### config.mk
export PLATFORM = sky130hd
export DESIGN_NAME = pwm_breath_sequencer
export DESIGN_NICKNAME = d
export VERILOG_FILES = /design/src/rtl/pwm_breath_sequencer.sv
export SDC_FILE = /design/constraint.sdc
export NUM_CORES = 1
export LEC_CHECK = 0
export BUFFER_PORTS_ARGS = -buffer_cell sky130_fd_sc_hd__buf_2
export CELL_PAD_IN_SITES_DETAIL_PLACEMENT = 0
export CELL_PAD_IN_SITES_GLOBAL_PLACEMENT = 1
export CORE_AREA = 2 2 84 118
export CTS_CLUSTER_SIZE = 10
export DETAILED_ROUTE_END_ITERATION = 12
export DIE_AREA = 0 0 86 120
export PLACE_DENSITY_LB_ADDON = 0.1
export SLEW_MARGIN = 5
export SYNTH_ARGS = -nofsm -noshare
export SYNTH_HDL_FRONTEND = slang
export SYNTH_SLANG_ARGS = --single-unit
### constraint.sdc
create_clock -name clk -period 3.31 [get_ports clk]
set_input_delay 0.662 -clock clk [delete_from_list [all_inputs] [get_ports clk]]
set_output_delay 0.662 -clock clk [all_outputs]
set_load 0.02 [all_outputs]
### src/rtl/pwm_breath_sequencer.sv
// Breathing-LED sequencer: divides clk into step ticks, ramps a shared 8-bit
// duty up / hold / down / hold, and drives one registered PWM comparator per
// LED channel. Mode 0 lights all channels together, mode 1 chases one channel
// per breath.
module pwm_breath_sequencer #(
  parameter int unsigned CLK_DIV    = 6250000,
  parameter int unsigned STEP       = 1,
  parameter int unsigned HOLD_TICKS = 16,
  parameter int unsigned NUM_CH     = 4
) (
  input  logic              clk,
  input  logic              rst,
  input  logic              en,
  input  logic              mode,
  output logic [7:0]        duty,
  output logic [NUM_CH-1:0] ch_sel,
  output logic [NUM_CH-1:0] pwm,
  output logic              tick,
  output logic              cycle_done
);

  localparam int unsigned DivW  = (CLK_DIV > 1) ? $clog2(CLK_DIV) : 1;
  localparam int unsigned HoldW = (HOLD_TICKS > 1) ? $clog2(HOLD_TICKS) : 1;

  localparam logic [DivW-1:0]   DivLast  = DivW'(CLK_DIV - 1);
  localparam logic [DivW-1:0]   DivOne   = DivW'(1);
  localparam logic [HoldW-1:0]  HoldLast = HoldW'(HOLD_TICKS - 1);
  localparam logic [HoldW-1:0]  HoldOne  = HoldW'(1);
  localparam logic [8:0]        Step9    = 9'(STEP);
  localparam logic [7:0]        Step8    = 8'(STEP);
  localparam logic [NUM_CH-1:0] ChOne    = NUM_CH'(1);

  typedef enum logic [2:0] {
    StIdle,
    StUp,
    StHoldHi,
    StDown,
    StHoldLo
  } state_e;

  state_e              state_q, state_d;
  logic [DivW-1:0]     div_cnt_q;
  logic [HoldW-1:0]    hold_cnt_q, hold_cnt_d;
  logic [7:0]          duty_q, duty_d;
  logic [NUM_CH-1:0]   ch_sel_q, ch_sel_d;
  logic                cycle_done_q, cycle_done_d;
  logic [7:0]          pwm_cnt_q;
  logic [NUM_CH-1:0]   pwm_q;

  logic                tick_w;
  logic                ch_onehot;
  logic [NUM_CH-1:0]   ch_rot;
  logic [NUM_CH-1:0]   ch_next;
  logic [8:0]          duty_sum;

  // Step-tick divider; frozen while en is low so the phase survives a pause.
  always_ff @(posedge clk or posedge rst) begin
    if (rst) begin
      div_cnt_q <= '0;
    end else if (en) begin
      div_cnt_q <= (div_cnt_q == DivLast) ? '0 : div_cnt_q + DivOne;
    end
  end

  assign tick_w = en && (div_cnt_q == DivLast);

  // Channel mask to use for the next breath, sampled from mode only at breath boundaries.
  always_comb begin
    ch_onehot = (ch_sel_q != '0) && ((ch_sel_q & (ch_sel_q - ChOne)) == '0);
    ch_rot    = (ch_sel_q << 1) | (ch_sel_q >> (NUM_CH - 1));
    if (!mode) begin
      ch_next = '1;
    end else if (ch_onehot) begin
      ch_next = ch_rot;
    end else begin
      // Coming from all-on (or reset), the chase restarts at channel 0.
      ch_next = ChOne;
    end
  end

  // Ramp FSM next-state: only moves on a step tick.
  always_comb begin
    state_d      = state_q;
    duty_d       = duty_q;
    hold_cnt_d   = hold_cnt_q;
    ch_sel_d     = ch_sel_q;
    cycle_done_d = 1'b0;
    // Nine bits so the saturation test sees the carry out of 8 bits.
    duty_sum     = {1'b0, duty_q} + Step9;

    if (tick_w) begin
      case (state_q)
        StIdle: begin
          ch_sel_d = ch_next;
          state_d  = StUp;
        end
        StUp: begin
          if (duty_sum >= 9'd255) begin
            duty_d     = 8'd255;
            hold_cnt_d = '0;
            state_d    = StHoldHi;
          end else begin
            duty_d = duty_sum[7:0];
          end
        end
        StHoldHi: begin
          if (hold_cnt_q == HoldLast) begin
            hold_cnt_d = '0;
            state_d    = StDown;
          end else begin
            hold_cnt_d = hold_cnt_q + HoldOne;
          end
        end
        StDown: begin
          if (duty_q <= Step8) begin
            duty_d     = 8'd0;
            hold_cnt_d = '0;
            state_d    = StHoldLo;
          end else begin
            duty_d = duty_q - Step8;
          end
        end
        StHoldLo: begin
          if (hold_cnt_q == HoldLast) begin
            hold_cnt_d   = '0;
            ch_sel_d     = ch_next;
            cycle_done_d = 1'b1;
            state_d      = StUp;
          end else begin
            hold_cnt_d = hold_cnt_q + HoldOne;
          end
        end
        default: begin
          state_d = StIdle;
        end
      endcase
    end
  end

  // Ramp FSM state registers.
  always_ff @(posedge clk or posedge rst) begin
    if (rst) begin
      state_q      <= StIdle;
      duty_q       <= '0;
      hold_cnt_q   <= '0;
      ch_sel_q     <= '0;
      cycle_done_q <= 1'b0;
    end else begin
      state_q      <= state_d;
      duty_q       <= duty_d;
      hold_cnt_q   <= hold_cnt_d;
      ch_sel_q     <= ch_sel_d;
      cycle_done_q <= cycle_done_d;
    end
  end

  // Free-running PWM counter and registered per-channel comparators; ignores en
  // so the LEDs keep glowing at the frozen duty while paused.
  always_ff @(posedge clk or posedge rst) begin
    if (rst) begin
      pwm_cnt_q <= '0;
      pwm_q     <= '0;
    end else begin
      pwm_cnt_q <= pwm_cnt_q + 8'd1;
      pwm_q     <= ch_sel_q & {NUM_CH{pwm_cnt_q < duty_q}};
    end
  end

  assign duty       = duty_q;
  assign ch_sel     = ch_sel_q;
  assign pwm        = pwm_q;
  assign tick       = tick_w;
  assign cycle_done = cycle_done_q;

endmodule

==> metrics.md <==
| Metric | Value |
|---|---|
| Vias per cell | `5.40` |
| Share of the clock period used by the worst path | `0.783` |
| PwrDens | `403 nW/um2` |
| Startpoint type of the worst setup path | `flop` |
| Max_cap viols | `0` |
| Dpl ws | `0.756 ns` |
| HP Class | `reg2reg` |
| Post-CTS setup buffers | `0` |
| Synth top cells by count | `dfrtp_1 (55), nand2_1 (40), nor2_1 (34)` |
| Final WS setup | `0.717 ns` |
| Critical path type | `reg2reg` |
| I/O Buffers | `21` |
| Placed wire-length estimate | `5890 um` |
| R2R Path End | `duty[4]$_DFFE_PP0P_` |
| Drt wl/cell | `16.6 um` |
| Setup TNS | `0 ns` |
| Hold Buf Count CTS | `0` |
| Final #Nets | `386` |
| Post-synthesis sequential area ratio | `0.433` |
| Final hold slack | `between 0.4 and 0.5 ns` |
| DRC errors left | `0` |
| Critical path endpoint category | `flop` |
| Worst Path Arrival | `2.81 ns` |
| Initial Util | `0.342` |
| Total Power | `between 1 and 1.5 mW` |
| Crit path from | `duty[0]$_DFFE_PP0P_` |
| Rel. slew slack | `0.467` |
| Root buffer cell | `clkbuf_16` |
| Crit path to | `duty[4]$_DFFE_PP0P_` |
| # setup viols final | `0` |
| Longest Clk Path Bufs | `2` |
| N_diodes | `0` |
| First-pass GRT wire length | `13,200 um` |
| P_leak | `1.64 nW` |
| Syn_nets | `between 300 and 400` |
| Routability cong. | `0.799` |
| CTS buffer count | `5` |
| Chip width | `86 um` |
| R2R Setup Slk | `0.72 ns` |
| Top cells by area, synth | `dfrtp_1 (43%), ha_1 (5.5%), xnor2_1 (5.0%)` |
| Most used DFF post-synth | `dfrtp_1` |
| Post-Route WL | `7940 um` |
| Worst-case clock skew | `around 0.011 ns` |
| Levels on crit path | `7` |
| DIE AREA | `between 10,000 and 15,000 um2` |
| Post-synth top area share | `0.433` |
| HP Start | `div_cnt_q[22]$_DFFE_PP0P_` |
| Fillcell total | `around 960` |
| CTS resizes | `0` |
| Outcome | `complete, no violations` |
| Die Height | `about 120 um` |
| 1st-pass router iterations | `4` |
| Yosys reg bits | `55` |
| Slew Limit Fails | `0` |
| Initial DRC count | `64` |
| Hold Vio Cnt, Final | `0` |
| GRT Overall Usage | `0.163` |
| Pin count of the biggest net entering global routing | `56` |
| Post-route insts no fill | `479` |
| DR vias | `2,585` |
| Yosys warnings | `0` |
| Reg2reg path depth | `7` |
| Share of cells above drive strength 1 | `0.125` |
| Multi-input logic area | `1670 um2` |
| CP cell instances | `inv_1, ha_1, or2_2, a31oi_1, a221o_1, o21ai_0, a22oi_1` |
| Syn Area/Cell | `9.16 um2` |
| Max VDD drop | `0.250 mV` |
| CP max-delay cell | `dfrtp_1` |
| Row count | `42` |
| Placed Cells | `471` |
| Area grow syn2layout | `11.3%` |
| H-tree depth | `2` |
| Vias in the first global route | `2,587` |
| CP Data Required Time | `3.53 ns` |
| RR Startpoint | `duty[0]$_DFFE_PP0P_` |
| Mapped Area | `3180 um2` |
| Total core area | `9300 um2` |
| Max incr delay on CP | `roughly 0.62 ns` |
| Num ports | `22` |
| Post-synth cell types | `53` |
| Worst Tran Pin Value | `0.796 ns` |
| Asr flop ratio synth | `1.00` |
| Buf+Inv Stages, Crit Path | `1` |
| Sink Count | `55` |
| Most common cell in the netlist | `dfrtp_1` |
| Fmax | `386 MHz` |
| Register area | `1380 um2` |
| Yosys top cell by area | `dfrtp_1` |
| Clk_lat worst skew | `roughly 0.30 ns` |
| Gr ovfl total | `0` |
| Clock transition at path regs | `around 0.08 ns` |
| Tmin final | `2.59 ns` |
| Kind of cell adding the most delay to the critical path | `compound AO/OA/AOI/OAI gates` |
| Post-synth EDFFs | `0` |
| CTS tree | `done` |
| Post-route ant nets | `0` |
| Initial antenna violation count | `0` |
| Crit Path Max Fanout | `15` |
| RSZ-0062 raised after global routing | `no` |
| Post-Syn Instances | `roughly 350` |
how the worst min path moves through the flow:
stage                                end  cells past startpoint
3_3_place_gp   div_cnt_q[18]$_DFFE_PP0P_                      1
2_1_floorplan  div_cnt_q[18]$_DFFE_PP0P_                      1
5_1_grt        div_cnt_q[18]$_DFFE_PP0P_                      1
4_1_cts        div_cnt_q[22]$_DFFE_PP0P_                      1
6_report       div_cnt_q[22]$_DFFE_PP0P_                      1
3_5_place_dp   div_cnt_q[22]$_DFFE_PP0P_                      1
state kept, by name (all words and copies together), names as in the netlist:
signal      flops
cycle_done      1
pwm_cnt_q       8
div_cnt_q      23
pwm             4
state_q         3
ch_sel          4
hold_cnt_q      4
duty            8
area by class of cell:
type / instances / share of cell area
multi-input cells: 263 / 0.473
clock buffers: 5 / 0.0354
clock inverters: 3 / 0.00637
repair buffers: 25 / 0.0382
well taps: 110 / 0.0389
flip-flops and latches: 55 / 0.389
inverters: 18 / 0.0191
stage by stage:
step | util | area (um2)
final | 0.380 | 3540
after global routing | 0.380 | 3540
after CTS | 0.380 | 3540
after floorplan | - | 3180
after global placement | 0.364 | 3390
after detailed placement | 0.364 | 3390
power breakdown:
part           internal, mW  switching, mW
clock network         0.286          0.266
logic                0.0523         0.0626
registers             0.714         0.0430
total                  1.05          0.372
cells in the final DEF, fill, tap and decap left out, types with 3 or more instances in the layout:
| cell | instances |
|---|---|
| dfrtp_1 | 55 |
| inv_1 | 17 |
| o22ai_1 | 4 |
| buf_2 | 21 |
| nor2_1 | 34 |
| nor3_1 | 10 |
| ha_1 | 14 |
| a211o_1 | 3 |
| xor2_1 | 6 |
| a31oi_1 | 3 |
| nand2_1 | 40 |
| nand2b_1 | 6 |
| a21oi_1 | 12 |
| and4_1 | 3 |
| a21o_1 | 4 |
| mux2i_1 | 5 |
| xnor2_1 | 18 |
| o21ai_0 | 16 |
| or3_1 | 4 |
| buf_4 | 4 |
| and3_1 | 8 |
| nand3_1 | 27 |
| clkbuf_16 | 5 |
| nand4_1 | 9 |
logic make-up after synthesis:
group                    synth area share
AND/OR/NAND/NOR                     0.248
AO/OA/AOI/OAI                       0.135
flip-flops                          0.433
buffers and inverters              0.0409
XOR/XNOR                           0.0661
adder cells (fa/ha/maj)            0.0551
multiplexers                       0.0228
metal layers:
metal,track usage,share of wire
met5,0,0
met4,0.0655,0.026
met3,0.0248,0.031
met2,0.292,0.53
met1,0.191,0.41
No activity file was read; power rests on OpenSTA's default activity.
